File: src/rtl/comb_gates_pairwise_pkg.sv
// Shared constants for the pairwise gate array.
package comb_gates_pairwise_pkg;

  // Default input vector width; outputs are one bit narrower.
  localparam int unsigned DEFAULT_WIDTH = 100;

endpackage : comb_gates_pairwise_pkg

File: src/rtl/comb_gates_pair_cell.sv
// Single neighbour-pair cell: AND, OR and XNOR of two adjacent input bits.
module comb_gates_pair_cell (
  input  logic a_in,
  input  logic b_in,
  output logic and_out,
  output logic or_out,
  output logic xnor_out
);

  // Plain 4-state gate semantics, no special handling of X/Z.
  always_comb begin
    and_out  = a_in & b_in;
    or_out   = a_in | b_in;
    xnor_out = ~(a_in ^ b_in);
  end

endmodule : comb_gates_pair_cell

File: src/rtl/comb_gates_pairwise.sv
// Pairwise gate array: output bit i combines in_[i] and in_[i+1]; there is no
// wrap-around from the top bit to bit 0. Adds any_and / all_eq reduction flags.
// Optional feature macro COMB_GATES_PAIRWISE_OUT_REG_EN registers all outputs
// (1-cycle latency, asynchronous active-low clear). Without it the block is
// purely combinational and clk/reset are unused.
module comb_gates_pairwise
  import comb_gates_pairwise_pkg::*;
#(
  parameter int unsigned WIDTH = DEFAULT_WIDTH
) (
  input  logic             clk,
  input  logic             reset,
  input  logic [WIDTH-1:0] in_,
  output logic [WIDTH-2:0] out_and,
  output logic [WIDTH-2:0] out_or,
  output logic [WIDTH-2:0] out_xnor,
  output logic             any_and,
  output logic             all_eq
);

  logic [WIDTH-2:0] out_and_d;
  logic [WIDTH-2:0] out_or_d;
  logic [WIDTH-2:0] out_xnor_d;
  logic             any_and_d;
  logic             all_eq_d;

  // One cell per adjacent pair; cell gi pairs in_[gi] with in_[gi+1].
  for (genvar gi = 0; gi < WIDTH - 1; gi++) begin : g_pair
    comb_gates_pair_cell u_cell (
      .a_in     (in_[gi]),
      .b_in     (in_[gi+1]),
      .and_out  (out_and_d[gi]),
      .or_out   (out_or_d[gi]),
      .xnor_out (out_xnor_d[gi])
    );
  end

  // Reduction flags: some pair both set, and every pair equal (all bits equal).
  always_comb begin
    any_and_d = |out_and_d;
    all_eq_d  = &out_xnor_d;
  end

`ifdef COMB_GATES_PAIRWISE_OUT_REG_EN
  logic [WIDTH-2:0] out_and_q;
  logic [WIDTH-2:0] out_or_q;
  logic [WIDTH-2:0] out_xnor_q;
  logic             any_and_q;
  logic             all_eq_q;

  // Output register stage; reset low clears every output immediately.
  always_ff @(posedge clk or negedge reset) begin
    if (!reset) begin
      out_and_q  <= '0;
      out_or_q   <= '0;
      out_xnor_q <= '0;
      any_and_q  <= 1'b0;
      all_eq_q   <= 1'b0;
    end else begin
      out_and_q  <= out_and_d;
      out_or_q   <= out_or_d;
      out_xnor_q <= out_xnor_d;
      any_and_q  <= any_and_d;
      all_eq_q   <= all_eq_d;
    end
  end

  assign out_and  = out_and_q;
  assign out_or   = out_or_q;
  assign out_xnor = out_xnor_q;
  assign any_and  = any_and_q;
  assign all_eq   = all_eq_q;
`else
  // Clock and reset only matter for the registered build.
  logic unused_clk_reset;
  assign unused_clk_reset = clk ^ reset;

  assign out_and  = out_and_d;
  assign out_or   = out_or_d;
  assign out_xnor = out_xnor_d;
  assign any_and  = any_and_d;
  assign all_eq   = all_eq_d;
`endif

endmodule : comb_gates_pairwise

File: config.mk
export PLATFORM = sky130hd
export DESIGN_NAME = comb_gates_pairwise
export DESIGN_NICKNAME = d
export VERILOG_FILES = /design/src/rtl/comb_gates_pairwise_pkg.sv /design/src/rtl/comb_gates_pair_cell.sv /design/src/rtl/comb_gates_pairwise.sv
export SDC_FILE = /design/constraint.sdc
export NUM_CORES = 1
export LEC_CHECK = 0
export ABC_AREA = 1
export BUFFER_PORTS_ARGS = -buffer_cell sky130_fd_sc_hd__clkbuf_2
export CORE_AREA = 8 8 148 150
export DETAILED_ROUTE_END_ITERATION = 6
export DIE_AREA = 0 0 156 158
export MAX_ROUTING_LAYER = met4
export PLACE_DENSITY = 0.64
export SLEW_MARGIN = 0
export SYNTH_ARGS = -nofsm -noshare
export SYNTH_HDL_FRONTEND = slang
export SYNTH_HIERARCHICAL = 1
export SYNTH_SLANG_ARGS = --single-unit
File: constraint.sdc
create_clock -name vclk -period 2.1
set_clock_uncertainty 0.2 [all_clocks]
set_input_delay 0.21 -clock vclk [all_inputs]
set_output_delay 0.21 -clock vclk [all_outputs]
set_load 0.005 [all_outputs]
### Yosys cells after proc, flatten, opt, wreduce, memory -nomap -nowiden

Index checks and enable logic that the tools add are counted.

| cells by class | value |
|---|---|
| reduce and logical (&&, ||, !) cells | 2 |
| bitwise logic cells | 396 |

Operators with widths:

| operator | count |
|---|---|
| 1-bit AND | 99 |
| 1-bit inverter | 99 |
| 1-bit OR | 99 |
| 99-bit AND reduction | 1 |
| 99-bit OR reduction | 1 |
| 1-bit bitwise XOR | 99 |

| storage, ports and cells | value |
|---|---|
| input bits | 102 |
| output and inout bits | 299 |
| word-level logic and storage cells | 398 |
| bits in registers | 0 |

### Logic depth before layout (Yosys ltp)

Gate-level depths: netlist of the first run.

| depth | value |
|---|---|
| word-level depth | 3 |
| depth in mapped cells | 11 |
| depth with buffers taken out | 11 |

### By module

The synthesis of the first run kept the hierarchy.

By module, submodules not included:

| module | sequential area each (um^2) | times used | cells an instance | area an instance (um^2) |
|---|---|---|---|---|
| comb_gates_pair_cell | 0.0 | 99 | 6 | 40.0 |
| comb_gates_pairwise | 0.0 | 1 | 191 | 743.2 |

### Worst setup path after synthesis of the first run

No wires, ideal clock.

| path | value |
|---|---|
| kind | in2out |
| start point | in in_[54] |
| end point | out all_eq |
| required time | 1.690 ns |
| slack | 0.615 ns |
| path buffers | 0 |
| arrival time | 1.075 ns |
| stages on the path | 11 |
| path through | inv_1 -> ha_1 -> inv_1 -> nand2_1 -> inv_1 -> nand2_1 -> nor2_1 -> nand2_1 -> nor2_1 -> nand2_1 -> nor2_2 |

| between the ends | value |
|---|---|
| cells in the longest elaborated chain, start to end | 3 |
| elaborated cells on any way between the ends | 5 |
| those cells by class | 4 x bitwise; 1 x reduce/logical |

RTL lines:

| item | line | RTL |
|---|---|---|
| start: declaration | comb_gates_pairwise.sv:13 | `input logic [WIDTH-1:0] in_,` |
| 1-bit bitwise XOR | comb_gates_pair_cell.sv:14 | `xnor_out = ~(a_in ^ b_in);` |
| 1-bit inverter | comb_gates_pair_cell.sv:14 |  |
| net out_xnor[54] | comb_gates_pairwise.sv:16 | `output logic [WIDTH-2:0] out_xnor,` |
| 99-bit AND reduction | comb_gates_pairwise.sv:41 | `all_eq_d = &out_xnor_d;` |
| end: declaration | comb_gates_pairwise.sv:18 | `output logic all_eq` |

The timed path passes the listed nets, and every way through them passes these cells.

### Worst setup path in the final report of the first run

| path | value |
|---|---|
| start point | in in_[85] |
| end point | out all_eq |

| between the ends | value |
|---|---|
| cells in the longest elaborated chain, start to end | 3 |
| elaborated cells on any way between the ends | 5 |
| those cells by class | 4 x bitwise; 1 x reduce/logical |

RTL lines:

| item | line |
|---|---|
| 1-bit bitwise XOR | comb_gates_pair_cell.sv:14 |
| 1-bit inverter | comb_gates_pair_cell.sv:14 |
| 99-bit AND reduction (*) | comb_gates_pairwise.sv:41 |

Every way passes the cells marked *; elsewhere a longest branch is shown, timed or not.

==> out/results.md, run 1 <==
## STA
* 2.01 ns — clock period minus worst slack
* 0.0910 ns — PnR worst setup slack
* 0 — number of max-slew violations in the final report
* 498 MHz — maximum clock frequency
* 0 — total of endpoints with negative setup slack in the final report
* 0 — number of endpoints with negative hold slack in the final report
* 0.214 ns — measured slew at the worst slew-check pin
* 95.7% — final critical-path share of the clock period
* 85.7% — remaining max-slew budget at the tightest pin

## Routing
* 20.5 mm — final wirelength
* 13.7 um — WL/cell
* 4 — number of iterations in the first detailed-routing pass
* 212 — number of DRC violations after detailed-routing iteration 0
* 0 — count of unresolved DRC violations after routing
* 0 — number of nets still failing antenna checks after routing
* 5729 — number of vias in the routed layout
* 3.83 — vias per cell

## Pwr
* 55.9% — share of total power consumed by net switching
* 1.43 mW — overall power
* 0% — sequential share of power
* 797 uW — Net Switching
* 193 nW/um^2 — P per Cell Area
* 0% — fraction of power consumed by the clock network
* 0.0762 mV — maximum vdd drop
* 5.65 nW — P_leak
* 100.0% — portion of total power attributed to combinational logic
* 628 uW — cell internal pwr

## CTS
* 0 — post-CTS setup-driven buffer insertion count
* 0 — Post-CTS Hold Buffers

## Final layout
* 57.1% — Syn-to-layout area delta
* 1494 — post-layout instance count excluding filler cells
* 0 — sequential cells
* 1526 — post-layout net count
* 0 — count of inserted antenna diode cells
* 36.9% — share of post-route cells with drive strength above 1
* 2200 — filler cell count in the final layout
* 7400 um^2 — area of all placed cells without fillers
* 0 um^2 — Reg area
* 0 — Clock buffer cells

## Floorplanning
* 19700 um^2 — area inside the core boundary
* 156 um — Die X
* 23.9% — initial cell density of the core
* 158 um — height of the die
* 24600 um^2 — Die Area
* 401 — io pins
* 52 — Cell Rows

## Global route
* 15.8% — Total GRT Usage
* 0 — number of antenna violations at the first check in global routing
* 5 — maximum number of pins on one net before global-route repair
* 30.1 mm — wire length of the first global-routing pass
* 5807 — number of global-route vias before repair
* 0 — global route total overflow

## Placement
* -0.0530 ns — worst setup timing slack at the placement stage
* 19.6 mm — Detail Placement HPWL
* 399 — count of buffers from port buffering
* 1494 — count of placed standard cells including taps
* 0.947 — weighted congestion at the end of routability-driven global placement
* 7340 um^2 — placement-stage cell area

## Setup path
* simple AND/OR/NAND/NOR gates — Top Family by Delay on Critical Path
* input port — element type at the critical path start
* primary output — critical path endpoint category
* 1.69 ns — data required time at the worst endpoint
* in2out — critical path start-end classification
* sky130_fd_sc_hd__ha_1 — Slowest cell on crit path
* 4 — buffers and inverters on the worst path
* 0.28 ns — delay of the slowest critical-path stage
* 1.60 ns — CP arrival
* clkbuf_2 > inv_1 > ha_1 > inv_1 > nand2_1 > nor2_1 > nand2_1 > nor2_1 > nand3_2 > nor2_4 > buf_2 — cell chain of the critical path
* 4 — highest net fanout along the worst path

## Synthesis
* 4710 um^2 — post-synthesis instance area
* 1085 — Net Count, Synth
* sky130_fd_sc_hd__ha_1 — cell taking the most area after synthesis
* sky130_fd_sc_hd__ha_1 (53%), sky130_fd_sc_hd__inv_1 (33%), sky130_fd_sc_hd__nor2_1 (6.9%), sky130_fd_sc_hd__nand2_1 (6.2%), sky130_fd_sc_hd__nand4_1 (0.93%) — leading post-synthesis cells by cell area
* 7 — Synth cell types
* sky130_fd_sc_hd__inv_1 (410), sky130_fd_sc_hd__ha_1 (198), sky130_fd_sc_hd__nor2_1 (86) — commonest cells in the netlist
* 785 — Post-Synthesis Cells
* sky130_fd_sc_hd__inv_1 — most used standard cell by instance count after synthesis
* 6.00 um^2 — post-synthesis area per instance
* 52.6% — share of the synthesized area in the top cell type
* 6 — number of synthesis warnings
* 0% — Seq/Total Area, Yosys

## Status
* finished, final reports clean — status

## Worst hold path
* in2out — type of the tightest min-delay check

## Run
* 0 — number of max-capacitance violations reported

## power groups by stage
stage                     combinational (mW)  sequential [mW]  clock (mW)
after CTS                               1.45                0           0
final                                   1.43                0           0
after detailed placement                1.44                0           0
after global routing                    1.62                0           0
after global placement                  1.41                0           0
after floorplan                        0.585                0           0
## worst paths after layout
kind / start / end / slack (ns) / cells after the start
hold / removal: in_[23] / out_and[23] / 0.61 / 3
setup / recovery: in_[85] / all_eq / 0.09 / 11
## logic make-up after synthesis
kind of cell / count (synthesis) / share of synthesized area [%]
fa+ha+maj: 198 / 52.6
buf+inv: 410 / 32.7
simple gates: 177 / 14.7
## final cells by class
class                           instances  area, um^2  share of cell area, %
Multi-Input combinational cell        375        3200                   43.3
Timing Repair Buffer                  439        2320                   31.3
Inverter                              410        1540                   20.8
Tap cell                              270         338                   4.57
## what timing repair did
item	in CTS	in global routing
endpoints found under the setup margin	1	1
pin swaps	3	12
hold endpoints to repair	0	0
gates resized for setup	5	24
## placed cells by master (no fill, tap or decap), drive strengths merged
cell type	instances
inv	410
clkbuf	391
ha	198
nor2	87
nand2	78
buf	48
nand4	7
nand3	5
## layer usage
| metal | part of all wire (%) | wire, um | vias to the layer above | global-route usage [%] |
|---|---|---|---|---|
| met5 | 0 | 0 | - | - |
| met3 | 4.9 | 1010 | 28 | 1.69 |
| met1 | 43 | 8810 | 2519 | 18.5 |
| li1 | - | - | 2963 | - |
| met2 | 50 | 10300 | 219 | 28.6 |
| met4 | 2.0 | 418 | 0 | 3.05 |
## stage by stage
stage               hold WS, ns  setup TNS (ns)  utilization [%]
finish                    0.606               0             37.5
floorplan                 0.368               0                -
CTS                       0.616               0             37.3
global placement          0.611         -0.0647             37.2
detailed placement        0.620         -0.0530             37.2
global route              0.626         -0.0129             37.5
No activity file was read; power rests on OpenSTA's default activity.
==> inputs of run 2 (changes only) <==
--- a/config.mk
+++ b/config.mk
@@ -5,13 +5,12 @@
 export SDC_FILE = /design/constraint.sdc
 export NUM_CORES = 1
 export LEC_CHECK = 0
-export ABC_AREA = 1
 export BUFFER_PORTS_ARGS = -buffer_cell sky130_fd_sc_hd__clkbuf_2
-export CORE_AREA = 8 8 148 150
+export CORE_AREA = 8 8 151 153
 export DETAILED_ROUTE_END_ITERATION = 6
-export DIE_AREA = 0 0 156 158
+export DIE_AREA = 0 0 159 161
 export MAX_ROUTING_LAYER = met4
-export PLACE_DENSITY = 0.64
+export PLACE_DENSITY_LB_ADDON = 0.05
 export SLEW_MARGIN = 0
 export SYNTH_ARGS = -nofsm -noshare
 export SYNTH_HDL_FRONTEND = slang
==> constraint.sdc (replaced) <==
create_clock -name vclk -period 2.1
set_clock_uncertainty 0.2 [all_clocks]
set_input_delay 0.21 -clock vclk [all_inputs]
set_output_delay 0.21 -clock vclk [all_outputs]
set_load 0.02 [all_outputs]
==> out/results.md, run 2 <==
## Final layout
* 0 um^2 — Reg area, unchanged
* sky130_fd_sc_hd__clkbuf_2 — commonest non-fill, non-tap cell in the layout
* sky130_fd_sc_hd__clkbuf_2 (349), sky130_fd_sc_hd__inv_1 (337), sky130_fd_sc_hd__ha_1 (157), sky130_fd_sc_hd__buf_4 (147), sky130_fd_sc_hd__inv_2 (47) — top library cells by usage in the layout, fill and taps aside
* 0 — Clock buffer cells, unchanged
* 103% — Syn-to-layout area delta
* 0 — count of inserted antenna diode cells, unchanged
* 55.4% — share of post-route cells with drive strength above 1, +18 points
* 0 — sequential cells, unchanged
* 1506 — post-layout net count, -1.3%

## STA
* 0 — number of endpoints with negative hold slack in the final report, unchanged
* 73.8% — remaining max-slew budget at the tightest pin, -12 points
* 103% — final critical-path share of the clock period, +6.9 points
* 464 MHz — maximum clock frequency, -6.7%
* true — RSZ-0062 raised after global routing
* 0 — number of max-slew violations in the final report, unchanged
* 2 — total of endpoints with negative setup slack in the final report, +2
* 0.390 ns — measured slew at the worst slew-check pin, +0.176 ns
* 2.15 ns — clock period minus worst slack, +0.145 ns
* -0.0541 ns — PnR worst setup slack, -0.145 ns

## Synthesis
* 9 — Synth cell types, +2
* sky130_fd_sc_hd__inv_1 — most used standard cell by instance count after synthesis
* 4390 um^2 — post-synthesis instance area, -6.7%
* 56.4% — share of the synthesized area in the top cell type, +3.8 points
* 6.61 um^2 — post-synthesis area per instance, +10%
* 664 — Post-Synthesis Cells, -15%
* sky130_fd_sc_hd__ha_1 — cell taking the most area after synthesis
* sky130_fd_sc_hd__inv_1 (396), sky130_fd_sc_hd__ha_1 (198), sky130_fd_sc_hd__nand4_1 (30) — commonest cells in the netlist
* 964 — Net Count, Synth, -11%
* sky130_fd_sc_hd__ha_1 (56%), sky130_fd_sc_hd__inv_1 (34%), sky130_fd_sc_hd__nand4_1 (4.3%), sky130_fd_sc_hd__nor4_1 (4.1%), sky130_fd_sc_hd__nand3_1 (0.34%) — leading post-synthesis cells by cell area
* 6 — number of synthesis warnings, unchanged
* 0% — Seq/Total Area, Yosys, unchanged

## Routing
* 16.3 um — WL/cell, +19%
* 5688 — number of vias in the routed layout, -0.72%
* 132 — number of DRC violations after detailed-routing iteration 0, -38%
* 3.85 — vias per cell, +0.29%
* 24.0 mm — final wirelength, +17%
* 0 — count of unresolved DRC violations after routing, unchanged
* 4 — number of iterations in the first detailed-routing pass, unchanged
* 0 — number of nets still failing antenna checks after routing, unchanged

## Floorplanning
* 401 — io pins, unchanged
* 25600 um^2 — Die Area, +3.9%
* 53 — Cell Rows, +1.9%
* 159 um — Die X, +1.9%
* 20600 um^2 — area inside the core boundary, +4.3%
* 21.4% — initial cell density of the core, -2.5 points
* 161 um — height of the die, +1.9%

## Status
* finished, violations left — status
* setup timing — failing checks

## Setup path
* input port — element type at the critical path start
* clkbuf_16 > inv_4 > ha_4 > inv_2 > nand4_1 > nor4_4 > buf_4 > nand4_1 > nor2_1 > buf_4 — cell chain of the critical path
* 0.38 ns — delay of the slowest critical-path stage, +0.10 ns
* primary output — critical path endpoint category
* sky130_fd_sc_hd__nor4_4 — Slowest cell on crit path
* in2out — critical path start-end classification
* 1.74 ns — CP arrival, +0.14 ns
* 1.69 ns — data required time at the worst endpoint, about the same
* 4 — highest net fanout along the worst path, unchanged

## Global route
* 0 — global route total overflow, unchanged
* 0 — number of antenna violations at the first check in global routing, unchanged
* 5 — maximum number of pins on one net before global-route repair, unchanged
* 18.3% — Total GRT Usage, +2.5 points
* 6127 — number of global-route vias before repair, +5.5%
* 35.8 mm — wire length of the first global-routing pass, +19%

## CTS
* 0 — Post-CTS Hold Buffers, unchanged

## Run
* 0 — number of max-capacitance violations reported, unchanged

## Placement
* 0.893 — weighted congestion at the end of routability-driven global placement, -5.7%
* 399 — count of buffers from port buffering, unchanged
* -0.410 ns — worst setup timing slack at the placement stage, -0.357 ns
* 22.2 mm — Detail Placement HPWL, +13%

## Pwr
* 0.118 mV — maximum vdd drop, +55%
* 2.26 mW — overall power, +58%
* 253 nW/um^2 — P per Cell Area, +31%
* 5.96 nW — P_leak, +5.6%

## Worst hold path
* in2out — type of the tightest min-delay check

run 2: power by group:
part	switching [mW]	leakage, nW	internal [mW]	total [mW]
clock network	0	0	0	0
registers	0	0	0	0
logic	1.35	5.96	0.903	2.26
total	1.35	5.96	0.903	2.26
run 2: routing by layer:
metal  part of all wire (%)  global-route usage, %  wire [um]
met1                     39                   18.8       9360
met4                   0.72                   1.07        172
met3                    7.9                   5.52       1900
met5                      0                      -          0
met2                     52                   35.1      12600
run 2: area by class of cell:
type                       instances  area (um^2)
multi-input combinational        268         3570
fill                            2278        11600
timing repair buffer             540         3480
inverter                         396         1520
tap                              275          344
run 2: cell families after synthesis:
logic type,count (synthesis),share of synthesized area (%)
adders and majority gates,198,56.4
and+or+nand+nor,70,9.72
buffers and inverters,396,33.9
run 2: worst paths after layout:
check | endpoint | startpoint | cells past startpoint
hold / removal | out_and[14] | in_[15] | 3
setup / recovery | all_eq | in_[18] | 10
run 2: repair_timing:
item / CTS / global route
pin swaps: 43 / 30
resized for setup: 167 / 75
setup endpoints to repair: 2 / 2
buffers inserted: 10 / 4
run 2: worst max-delay path, delay by kind of cell:
family | cells | cell delay (ns)
fa+ha+maj | 1 | 0.23
buf+inv | 5 | 0.51
simple gates | 4 | 0.78
run 2: stage by stage:
step	hold slack, ns	instance area, um^2	utilization (%)	setup TNS [ns]	std cells
finish	0.645	8910	43.3	-0.0930	1479
global route	0.662	8910	43.3	-0.294	1479
CTS	0.647	8620	41.9	-0.233	1475
detailed placement	0.662	7700	37.4	-0.781	1465
global placement	0.659	7700	37.4	-0.857	1465
floorplan	0.453	4390	-	0	664
==> inputs of run 3 (changes only) <==
==> constraint.sdc (replaced) <==
create_clock -name vclk -period 2.2
set_clock_uncertainty 0.2 [all_clocks]
set_input_delay 0.22 -clock vclk [all_inputs]
set_output_delay 0.22 -clock vclk [all_outputs]
set_load 0.02 [all_outputs]
==> out/results.md, run 3 (synthesis results as in run 2) <==
## Routing
* 0 — count of unresolved DRC violations after routing, unchanged
* 3.83 — vias per cell, -0.53%
* 132 — number of DRC violations after detailed-routing iteration 0, unchanged
* 4 — number of iterations in the first detailed-routing pass, unchanged
* 24.1 mm — final wirelength, about the same
* 0 — number of nets still failing antenna checks after routing, unchanged
* 5505 — number of vias in the routed layout, -3.2%
* 16.7 um — WL/cell, +2.8%

## Placement
* 0.868 — weighted congestion at the end of routability-driven global placement, -2.7%
* 21.8 mm — Detail Placement HPWL, -1.8%
* 7200 um^2 — placement-stage cell area, -6.4%
* 399 — count of buffers from port buffering, unchanged
* 1401 — count of placed standard cells including taps, -4.4%

## Floorplanning
* 21.4% — initial cell density of the core, unchanged
* 161 um — height of the die, unchanged
* 401 — io pins, unchanged
* 53 — Cell Rows, unchanged
* 20600 um^2 — area inside the core boundary, unchanged
* 25600 um^2 — Die Area, unchanged
* 159 um — Die X, unchanged

## Global route
* 0 — global route total overflow, unchanged
* 5 — maximum number of pins on one net before global-route repair, unchanged
* 6039 — number of global-route vias before repair, -1.4%
* 35.6 mm — wire length of the first global-routing pass, -0.77%
* 18.2% — Total GRT Usage, -0.055 points
* 0 — number of antenna violations at the first check in global routing, unchanged

## Final layout
* sky130_fd_sc_hd__clkbuf_2 — commonest non-fill, non-tap cell in the layout
* 2282 — filler cell count in the final layout, +0.18%
* sky130_fd_sc_hd__clkbuf_2 (358), sky130_fd_sc_hd__inv_1 (351), sky130_fd_sc_hd__ha_1 (170), sky130_fd_sc_hd__buf_4 (99), sky130_fd_sc_hd__inv_2 (33) — top library cells by usage in the layout, fill and taps aside
* 8330 um^2 — area of all placed cells without fillers, -6.5%
* 0 um^2 — Reg area, unchanged
* 1466 — post-layout net count, -2.7%
* 50.7% — share of post-route cells with drive strength above 1, -4.7 points
* 0 — count of inserted antenna diode cells, unchanged
* 89.7% — Syn-to-layout area delta
* 0 — sequential cells, unchanged
* 1439 — post-layout instance count excluding filler cells, -2.7%
* 0 — Clock buffer cells, unchanged

## Setup path
* input port — element type at the critical path start
* 1.75 ns — CP arrival, about the same
* 1.78 ns — data required time at the worst endpoint, +0.09 ns
* primary output — critical path endpoint category
* in_[48] — Critical path origin
* 4 — highest net fanout along the worst path, unchanged
* all_eq — capturing instance or port of the critical path
* in2out — critical path start-end classification

## STA
* 72.4% — remaining max-slew budget at the tightest pin, -1.4 points
* 460 MHz — maximum clock frequency
* 0 — number of endpoints with negative hold slack in the final report, unchanged
* 0 — total of endpoints with negative setup slack in the final report, -2
* 98.9% — final critical-path share of the clock period
* 2.17 ns — clock period minus worst slack
* 0 — number of max-slew violations in the final report, unchanged
* 0.665 ns — worst hold slack, +0.0194 ns
* true — RSZ-0062 raised after global routing
* 0.411 ns — measured slew at the worst slew-check pin, +0.0208 ns

## Pwr
* 5.73 nW — P_leak, -4.0%
* 0.0959 mV — maximum vdd drop, -19%
* 249 nW/um^2 — P per Cell Area, -1.9%

## Status
* finished, final reports clean — status

## Worst hold path
* in2out — type of the tightest min-delay check

## Run
* 0 — number of max-capacitance violations reported, unchanged

## CTS
* 0 — Post-CTS Hold Buffers, unchanged

## run 3: critical path, stage by stage
cell and delay (ns):
sky130_fd_sc_hd__clkbuf_8 0.12, sky130_fd_sc_hd__inv_2 0.06, sky130_fd_sc_hd__ha_4 0.19, sky130_fd_sc_hd__inv_2 0.05, sky130_fd_sc_hd__nand4_1 0.19, sky130_fd_sc_hd__nor4_4 0.36
sky130_fd_sc_hd__buf_4 0.15, sky130_fd_sc_hd__nand4_1 0.13, sky130_fd_sc_hd__nor2_1 0.11, sky130_fd_sc_hd__buf_4 0.15
## run 3: metal layers
metal	share of wire, %	vias up	track usage, %
li1	-	2843	-
met1	38	2416	18.3
met2	52	228	35.0
met3	8.0	18	5.60
met4	1.6	0	2.14
met5	0	-	-
## run 3: where the power goes
group          internal [mW]  switching (mW)
combinational          0.799            1.27
clock                      0               0
sequential                 0               0
total                  0.799            1.27
## run 3: worst min-delay path by stage
| stage | start | endpoint | slack [ns] | cells past startpoint |
|---|---|---|---|---|
| 2_1_floorplan | in_[11] | out_xnor[10] | 0.47 | 3 |
| 3_3_place_gp | in_[63] | out_or[62] | 0.68 | 5 |
| 3_5_place_dp | in_[63] | out_or[62] | 0.68 | 5 |
| 4_1_cts | in_[40] | out_and[39] | 0.69 | 3 |
| 5_1_grt | in_[12] | out_and[11] | 0.68 | 3 |
| 6_report | in_[12] | out_and[11] | 0.66 | 3 |
## run 3: layout make-up
type / instances / area, um^2 / share of cell area (%)
multi-input combinational: 268 / 3330 / 40.0
timing repair buffer: 500 / 3130 / 37.6
inverter: 396 / 1520 / 18.3
tap: 275 / 344 / 4.13
## run 3: metrics by stage
stage	total power [mW]	setup slack (ns)	setup TNS (ns)	util [%]
after floorplan	0.970	0.318	0	-
after global placement	1.82	-0.403	-0.747	35.0
after detailed placement	1.81	-0.482	-0.781	35.0
after CTS	2.07	-0.0745	-0.156	40.0
after global routing	2.27	-0.0996	-0.182	40.5
final	2.07	0.0252	0	40.5
## run 3: timing repair
action                                  4_1_cts  5_1_grt
setup buffers                                43        2
gates resized for setup                     142       48
pin swaps                                    34       23
endpoints found under the setup margin        2        5
